**src/rtl/dma_guard_multi.sv**
```systemverilog
// Purpose : secure-region / key-region access guard for N_DMA DMA masters and the CPU PC; requests MCU reset on violation.
// Latency : violation detected combinationally, reset/cause/chan/count registered one cycle after the violating cycle.
// Backpr. : none; inputs are sampled every cycle, KILL is held for HOLD_CYCLES and then until pc reaches RESET_HANDLER.
//
// Ports:
//   clk, rst_n        clock, synchronous active-low reset
//   pc                current CPU program counter
//   dma_addr, dma_en  per-channel DMA address (16 bits each, channel i at [16*i+15:16*i]) and strobe
//   irq               interrupt indication
//   reset             1 = hold the MCU in reset (state is KILL)
//   viol_cause        {key_dma, smem_dma, smem_irq} latched at the last RUN->KILL transition
//   viol_chan         lowest DMA channel involved in the last violation
//   viol_count        saturating count of RUN->KILL transitions
module dma_guard_multi #(
  parameter logic [15:0] SMEM_BASE     = 16'hE000,
  parameter logic [15:0] SMEM_SIZE     = 16'h1000,
  parameter logic [15:0] KEY_BASE      = 16'h6A00,
  parameter logic [15:0] KEY_SIZE      = 16'h0040,
  parameter int          N_DMA         = 2,
  parameter logic [15:0] RESET_HANDLER = 16'h0000,
  parameter logic [7:0]  HOLD_CYCLES   = 8'd4
) (
  input  logic                 clk,
  input  logic                 rst_n,
  input  logic [15:0]          pc,
  input  logic [16*N_DMA-1:0]  dma_addr,
  input  logic [N_DMA-1:0]     dma_en,
  input  logic                 irq,
  output logic                 reset,
  output logic [2:0]           viol_cause,
  output logic [2:0]           viol_chan,
  output logic [7:0]           viol_count
);

  // Region bounds, inclusive on both ends; last instruction is word-aligned.
  localparam logic [15:0] LAST_SMEM = SMEM_BASE + SMEM_SIZE - 16'd2;
  localparam logic [15:0] KEY_LAST  = KEY_BASE + KEY_SIZE - 16'd1;

  typedef enum logic {
    RUN  = 1'b0,
    KILL = 1'b1
  } state_t;

  state_t      state_q, state_d;
  logic [7:0]  hcnt_q, hcnt_d;
  logic        reset_q, reset_d;
  logic [2:0]  cause_q, cause_d;
  logic [2:0]  chan_q, chan_d;
  logic [7:0]  count_q, count_d;

  logic             in_smem;
  logic [N_DMA-1:0] key_hit;
  logic             smem_dma, smem_irq, key_dma, viol;
  logic [2:0]       en_chan, key_chan, viol_chan_c;

  // Violation detection.
  always_comb begin
    in_smem = (pc >= SMEM_BASE) && (pc <= LAST_SMEM);
    key_hit = '0;
    for (int i = 0; i < N_DMA; i++) begin
      key_hit[i] = dma_en[i] && (dma_addr[16*i +: 16] >= KEY_BASE)
                             && (dma_addr[16*i +: 16] <= KEY_LAST);
    end
    smem_dma = in_smem && (|dma_en);
    smem_irq = in_smem && irq;
    key_dma  = |key_hit;
    viol     = smem_dma || smem_irq || key_dma;
  end

  // Lowest-index channel: scan downward so the lowest set bit wins.
  always_comb begin
    en_chan  = 3'd0;
    key_chan = 3'd0;
    for (int i = N_DMA - 1; i >= 0; i--) begin
      if (dma_en[i])  en_chan  = 3'(i);
      if (key_hit[i]) key_chan = 3'(i);
    end
    if (smem_dma)     viol_chan_c = en_chan;
    else if (key_dma) viol_chan_c = key_chan;
    else              viol_chan_c = 3'd0;
  end

  // Next-state logic. Logs and counter only move on RUN->KILL.
  always_comb begin
    state_d = state_q;
    hcnt_d  = hcnt_q;
    cause_d = cause_q;
    chan_d  = chan_q;
    count_d = count_q;
    unique case (state_q)
      RUN: begin
        if (viol) begin
          state_d = KILL;
          hcnt_d  = HOLD_CYCLES - 8'd1;
          cause_d = {key_dma, smem_dma, smem_irq};
          chan_d  = viol_chan_c;
          if (count_q != 8'hFF) count_d = count_q + 8'd1;
        end
      end
      KILL: begin
        if (hcnt_q != 8'd0) begin
          hcnt_d = hcnt_q - 8'd1;
        end else if ((pc == RESET_HANDLER) && !viol) begin
          state_d = RUN;
        end
      end
      default: state_d = KILL;
    endcase
    reset_d = (state_d == KILL);
  end

  always_ff @(posedge clk) begin
    if (!rst_n) begin
      state_q <= KILL;
      hcnt_q  <= 8'd0;
      reset_q <= 1'b1;
      cause_q <= 3'd0;
      chan_q  <= 3'd0;
      count_q <= 8'd0;
    end else begin
      state_q <= state_d;
      hcnt_q  <= hcnt_d;
      reset_q <= reset_d;
      cause_q <= cause_d;
      chan_q  <= chan_d;
      count_q <= count_d;
    end
  end

  assign reset      = reset_q;
  assign viol_cause = cause_q;
  assign viol_chan  = chan_q;
  assign viol_count = count_q;

endmodule

```
**config.mk**
```make
export PLATFORM = sky130hd
export DESIGN_NAME = dma_guard_multi
export DESIGN_NICKNAME = d
export VERILOG_FILES = /design/src/rtl/dma_guard_multi.sv
export SDC_FILE = /design/constraint.sdc
export NUM_CORES = 1
export LEC_CHECK = 0
export ABC_AREA = 1
export CORE_UTILIZATION = 35
export DETAILED_ROUTE_END_ITERATION = 8
export PLACE_DENSITY = 0.71
export SYNTH_ARGS = -nofsm -noshare
export SYNTH_HDL_FRONTEND = slang
export SYNTH_SLANG_ARGS = --single-unit
```
**constraint.sdc**
```tcl
create_clock -name clk -period 1.6 [get_ports clk]
set_clock_uncertainty 0.05 [all_clocks]
set_input_delay 0.24 -clock clk [delete_from_list [all_inputs] [get_ports clk]]
set_output_delay 0.24 -clock clk [all_outputs]
set_load 0.01 [all_outputs]
```
# Word level (Yosys, flattened, before mapping)
# Cells that the tools add are included.
[word_totals]
out_inout_bits = 15
word_cells = 48
input_bits = 53
register_bits = 23
[op_classes]
n_bitwise = 1
add_sub_neg = 2
n_lt_le_gt_ge = 6
n_reduce_logical = 18
n_mux = 13
eq_ne = 3
[ops]
columns = ["operator", "n"]
rows = [
  ["$ge 16x15->1 const B", 2],
  ["$le 16x15->1 const B", 2],
  ["$ge 16x16->1 const B", 1],
  ["$le 16x16->1 const B", 1],
  ["$logic_not 16->1", 1],
  ["$mux 8", 2],
  ["$pmux 8 s2", 1],
  ["$mux 3", 4],
  ["$add 8x1->8 const B", 1],
  ["$logic_and 1x1->1", 8],
  ["$ne 8x8->1 const B", 1],
  ["$reduce_bool 8->1", 1],
  ["$sub 8x1->8 const B", 1],
  ["$mux 1", 5],
  ["$reduce_and 2->1", 2],
  ["$reduce_or 2->1", 2],
  ["$reduce_and 3->1", 1],
  ["$logic_or 1x1->1", 2],
  ["$ne 2x1->1 const B", 1],
  ["$ne 2x2->1 const B", 1],
  ["$pmux 1 s2", 1],
  ["$logic_not 1->1", 1],
  ["$not 1->1", 1],
]

# Longest topological paths before layout
[logic_depth]
word_depth = 10
mapped_depth = 12
mapped_depth_nobuf = 12

# Worst setup path after synthesis
# No wires, ideal clock.
[synth_path]
path_kind = "reg2reg"
from = "reg count_q[1], in the netlist viol_count[1]"
to = "reg count_q[0], in the netlist viol_count[0]"
synth_period_minus_slack_ns = 1.536
n_path_buf = 0
path_slack_ns = 0.064
required_time_ns = 1.436
setup_ns = 0.114
path_stages_with_launch = 9
t_arrival_ns = 1.372
cell_sequence = "dfxtp_1 > ha_1 > nand3_1 > nor2_1 > nand3_1 > nand3_2 > nand2_1 > nand2_1 > nor2_1"
[synth_via]
elab_chain_cells = 2
[synth_lines]
columns = ["element", "line", "text"]
rows = [
  ["from (decl)", "49", "logic [7:0] count_q, count_d;"],
  ["from (signal assigned)", "126", "count_q <= count_d;"],
  ["$ne 8x8->1", "97", "if (count_q != 8'hFF) count_d = count_q + 8'd1;"],
  ["$reduce_and 3->1 (no source line)", "-", ""],
]
# Every way passes these cells.
# A chain may end at the register's enable or synchronous reset.

# Worst setup path in the final report
[layout_path]
from = "reg hcnt_q[1]"
to = "reg hcnt_q[0]"
[layout_via]
elab_chain_cells = 3
[layout_lines]
columns = ["element", "line", "text"]
rows = [
  ["from (decl)", "45", "logic [7:0] hcnt_q, hcnt_d;"],
  ["from (signal assigned)", "122", "hcnt_q <= hcnt_d;"],
  ["$reduce_bool 8->1", "101", "if (hcnt_q != 8'd0) begin"],
  ["$ne 2x1->1 (no source line)", "-", ""],
  ["$reduce_and 2->1 (no source line)", "-", ""],
]
# Every way passes these cells.

==> impl_metrics.toml <==
[outcome]
status = "completed"

[critical_path]
arrival_ns = 1.75
required_ns = 1.76
reg2reg_slack_ns = 0.008
cp-end-kind = "flop"
path_class = "flop to flop"
crit_fanout = 4
start_kind = "flop"

[power]
vdd_drop_max_mv = 0.3900
internal-power_mw = 1.456
power.density_nw_per_um2 = 927.8
p_sw_share_pct = 39.77
p_sw_mw = 0.9618
p_seq_share_pct = 27.7
clock_power_share_pct = 15.4
p_leak_nw = 1.425
power.share.combinational_pct = 56.9

[cells_and_area]
area_growth_syn_to_layout_pct = 83.85
antenna_cells = 0
nNetsFinal = 360
fin_util_pct = 69.11
instances_no_fill = 352
fin_area_sq_um = 2606
final_layout_size_suffix_gt1_share_pct = 30.26
nFillCells = 294

[timing]
setup_ws_ns = 0.008393
maxSlewHeadroom_pct = 66.12
fin_crit_ns = 1.592
fmax_mhz = 628.3
setup_viol = 0
slew_viol_final = 0
timing.hold.ws_ns = 0.3198
finalHoldViolations = 0
worstMarginPinSlew_ns = 0.5077
fin_crit_sh_pct = 99.48

[routing]
drc_errors = 0
via_per_inst = 4.923
drtIter0Drc = 86
wl_per_cell_microns = 13.06
via_count = 1733
drtAntennaViolNets = 0
wl_microns = 4596
drt_first_pass_iters = 4

[global_route]
grt_pass1_wl_microns = 6465
grt_overflow = 0
track_usage_pct = 19.19
first_global_vias = 1619
antenna_found_initial = 0
grt_max_degree = 13

[yosys]
synth_flop_cell = "dfxtp_1"
async_flop_share_pct = 0
synthMuxAreaShare_pct = 0
netlist_area_sq_um = 1418
synth_edf_count = 0
synth_cell_type_count = 28
yosysWarnings = 0
synth-compound-area-share_pct = 7.326
synthAdderAreaFrac_pct = 1.765
yosysSeqAreaShare_pct = 29.66
synth_area_per_cell_sq_um = 6.848
synth_top_family_by_area = "simple AND/OR/NAND/NOR gates"
synthSimpleGateAreaFrac_pct = 45.63
synth_cells = 207
synth_xor_xnor_area_share_pct = 4.943
ys_ff_latch = 21

[placement]
gp_congestion = 0.8215
dp_slack_ns = -0.3070
dp.cells = 332
post_dp_cell_area_sq_um = 2196
port_buffers = 53
dp_hpwl_microns = 2815

[clock_network]
cts_buffers = 3
cts.sinks = 21
path_clk_slew_ns = 0.08
insertion_delay_ns = 0.27
hold_buffers = 0
root_buffer = "clkbuf_8"
cts_tree = "built"
cts_htree_levels = 1
max-clock-path-buffers = 2

[die]
initial_core_util_pct = 37.59
dieArea_sq_um = 4309
core_sq_um = 3771
dieHeight_microns = 65.64
num_rows = 22
num_io_pins = 68
die_w_microns = 65.64

[flow_run]
max-cap-violations = 0

[hold_path]
hold_class = "input port to flop"
-- Yosys cell counts, types with 2 or more instances --
library cell	instances	area, sq um
nand3_2	10	100.1
nor2_1	24	90.09
xor2_1	5	43.79
buf_4	2	15.01
nor4_1	4	25.02
dfxtp_1	21	420.4
ha_1	2	25.02
nand3b_1	4	30.03
a21oi_1	17	85.08
inv_1	25	93.84
nand4_1	10	62.56
xnor2_1	3	26.28
nor2_2	2	12.51
nand2_1	46	172.7
nand2_4	2	22.52
clkbuf_1	3	11.26
nand3_1	15	75.07
o21ai_0	2	10.01
-- cells by family (layout without fill, tap and decap cells) --
kind of cell | count (synthesis) | count (layout)
simple gates | 122 | 124
buf+inv | 33 | 127
flops | 21 | 21
compound gates | 20 | 20
xor+xnor | 8 | 8
fa+ha+maj | 2 | 2
other cells | 1 | 2
-- critical path, stage by stage, from the launching register on --
cell and delay, ns:
dfxtp_1 0.34, inv_2 0.08, ha_2 0.18, nand3_1 0.09
inv_1 0.09, nand3_2 0.10, nand2_4 0.10, clkbuf_4 0.19
buf_4 0.13, nand3_2 0.07, a21oi_2 0.12
-- power by group through the flow --
stage | clock (mW) | sequential, mW | combinational, mW
floorplan | 0 | 0.671 | 0.568
global placement | 0 | 0.669 | 0.949
detailed placement | 0 | 0.673 | 0.961
CTS | 0.371 | 0.663 | 1.08
global route | 0.394 | 0.682 | 1.48
finish | 0.373 | 0.670 | 1.37
-- state kept, by name, indices dropped and copies added, names as in the netlist --
signal and flops:
hcnt_q 8, viol_count 8, viol_cause 3, viol_chan 1, reset 1
-- path summary, 6_finish.rpt --
path / start / endpoint / cells after the start
worst max-delay path: hcnt_q[1]$_SDFFE_PN0P_ / hcnt_q[0]$_SDFFE_PN0P_ / 10
worst min-delay path: pc[6] / reset$_SDFF_PN1_ / 5
worst max register to register: hcnt_q[1]$_SDFFE_PN0P_ / hcnt_q[0]$_SDFFE_PN0P_ / 10
worst min register to register: viol_cause[2]$_SDFFE_PN0P_ / viol_cause[2]$_SDFFE_PN0P_ / 2
-- per-stage QoR --
stage               total power [mW]  TNS, ns
floorplan                      1.238        0
global placement               1.618   -3.953
detailed placement             1.634   -4.695
CTS                            2.114        0
global route                   2.560  -0.1150
finish                         2.418        0
-- placed cells by master, fill, tap and decap left out, types with 2 or more instances in the layout --
cell / count
conb_1: 2
nand3_4: 5
nand3_2: 10
nor4_1: 4
xnor2_1: 3
a21oi_2: 2
buf_4: 39
a21oi_1: 15
nand2_4: 3
nand2_8: 2
nand2_1: 39
nor2_1: 18
nand3_1: 12
clkdlybuf4s50_1: 15
nand2_2: 6
nand3b_1: 4
nor3_4: 2
dlymetal6s2s_1: 38
nand4_1: 10
dfxtp_1: 20
clkbuf_8: 3
xor2_1: 5
nor2_2: 7
buf_6: 2
inv_1: 23
inv_2: 3
-- cell type report --
class / instances / area, sq um / area share [%]
timing repair buffer: 96 / 968.4 / 37.16
multi-input combinational: 156 / 1008 / 38.69
sequential: 21 / 421.7 / 16.18
inverter: 27 / 101.3 / 3.889
clock buffer: 3 / 41.29 / 1.584
tap: 48 / 60.06 / 2.304
clock inverter: 1 / 5.005 / 0.1920
-- what timing repair did --
item,CTS,global route
resized for setup,5,69
buffers inserted,2,12
pin swaps,2,32
cloned,0,2
setup endpoints to repair,2,19
-- layer usage --
layer	vias to the layer above	GRT usage [%]	share of wire [%]
met4	0	9.783	2.2
li1	869	-	-
met2	65	34.18	54
met5	-	0	0
met1	789	21.74	39
met3	10	2.951	4.9
Power figures use the tool's default switching activity.
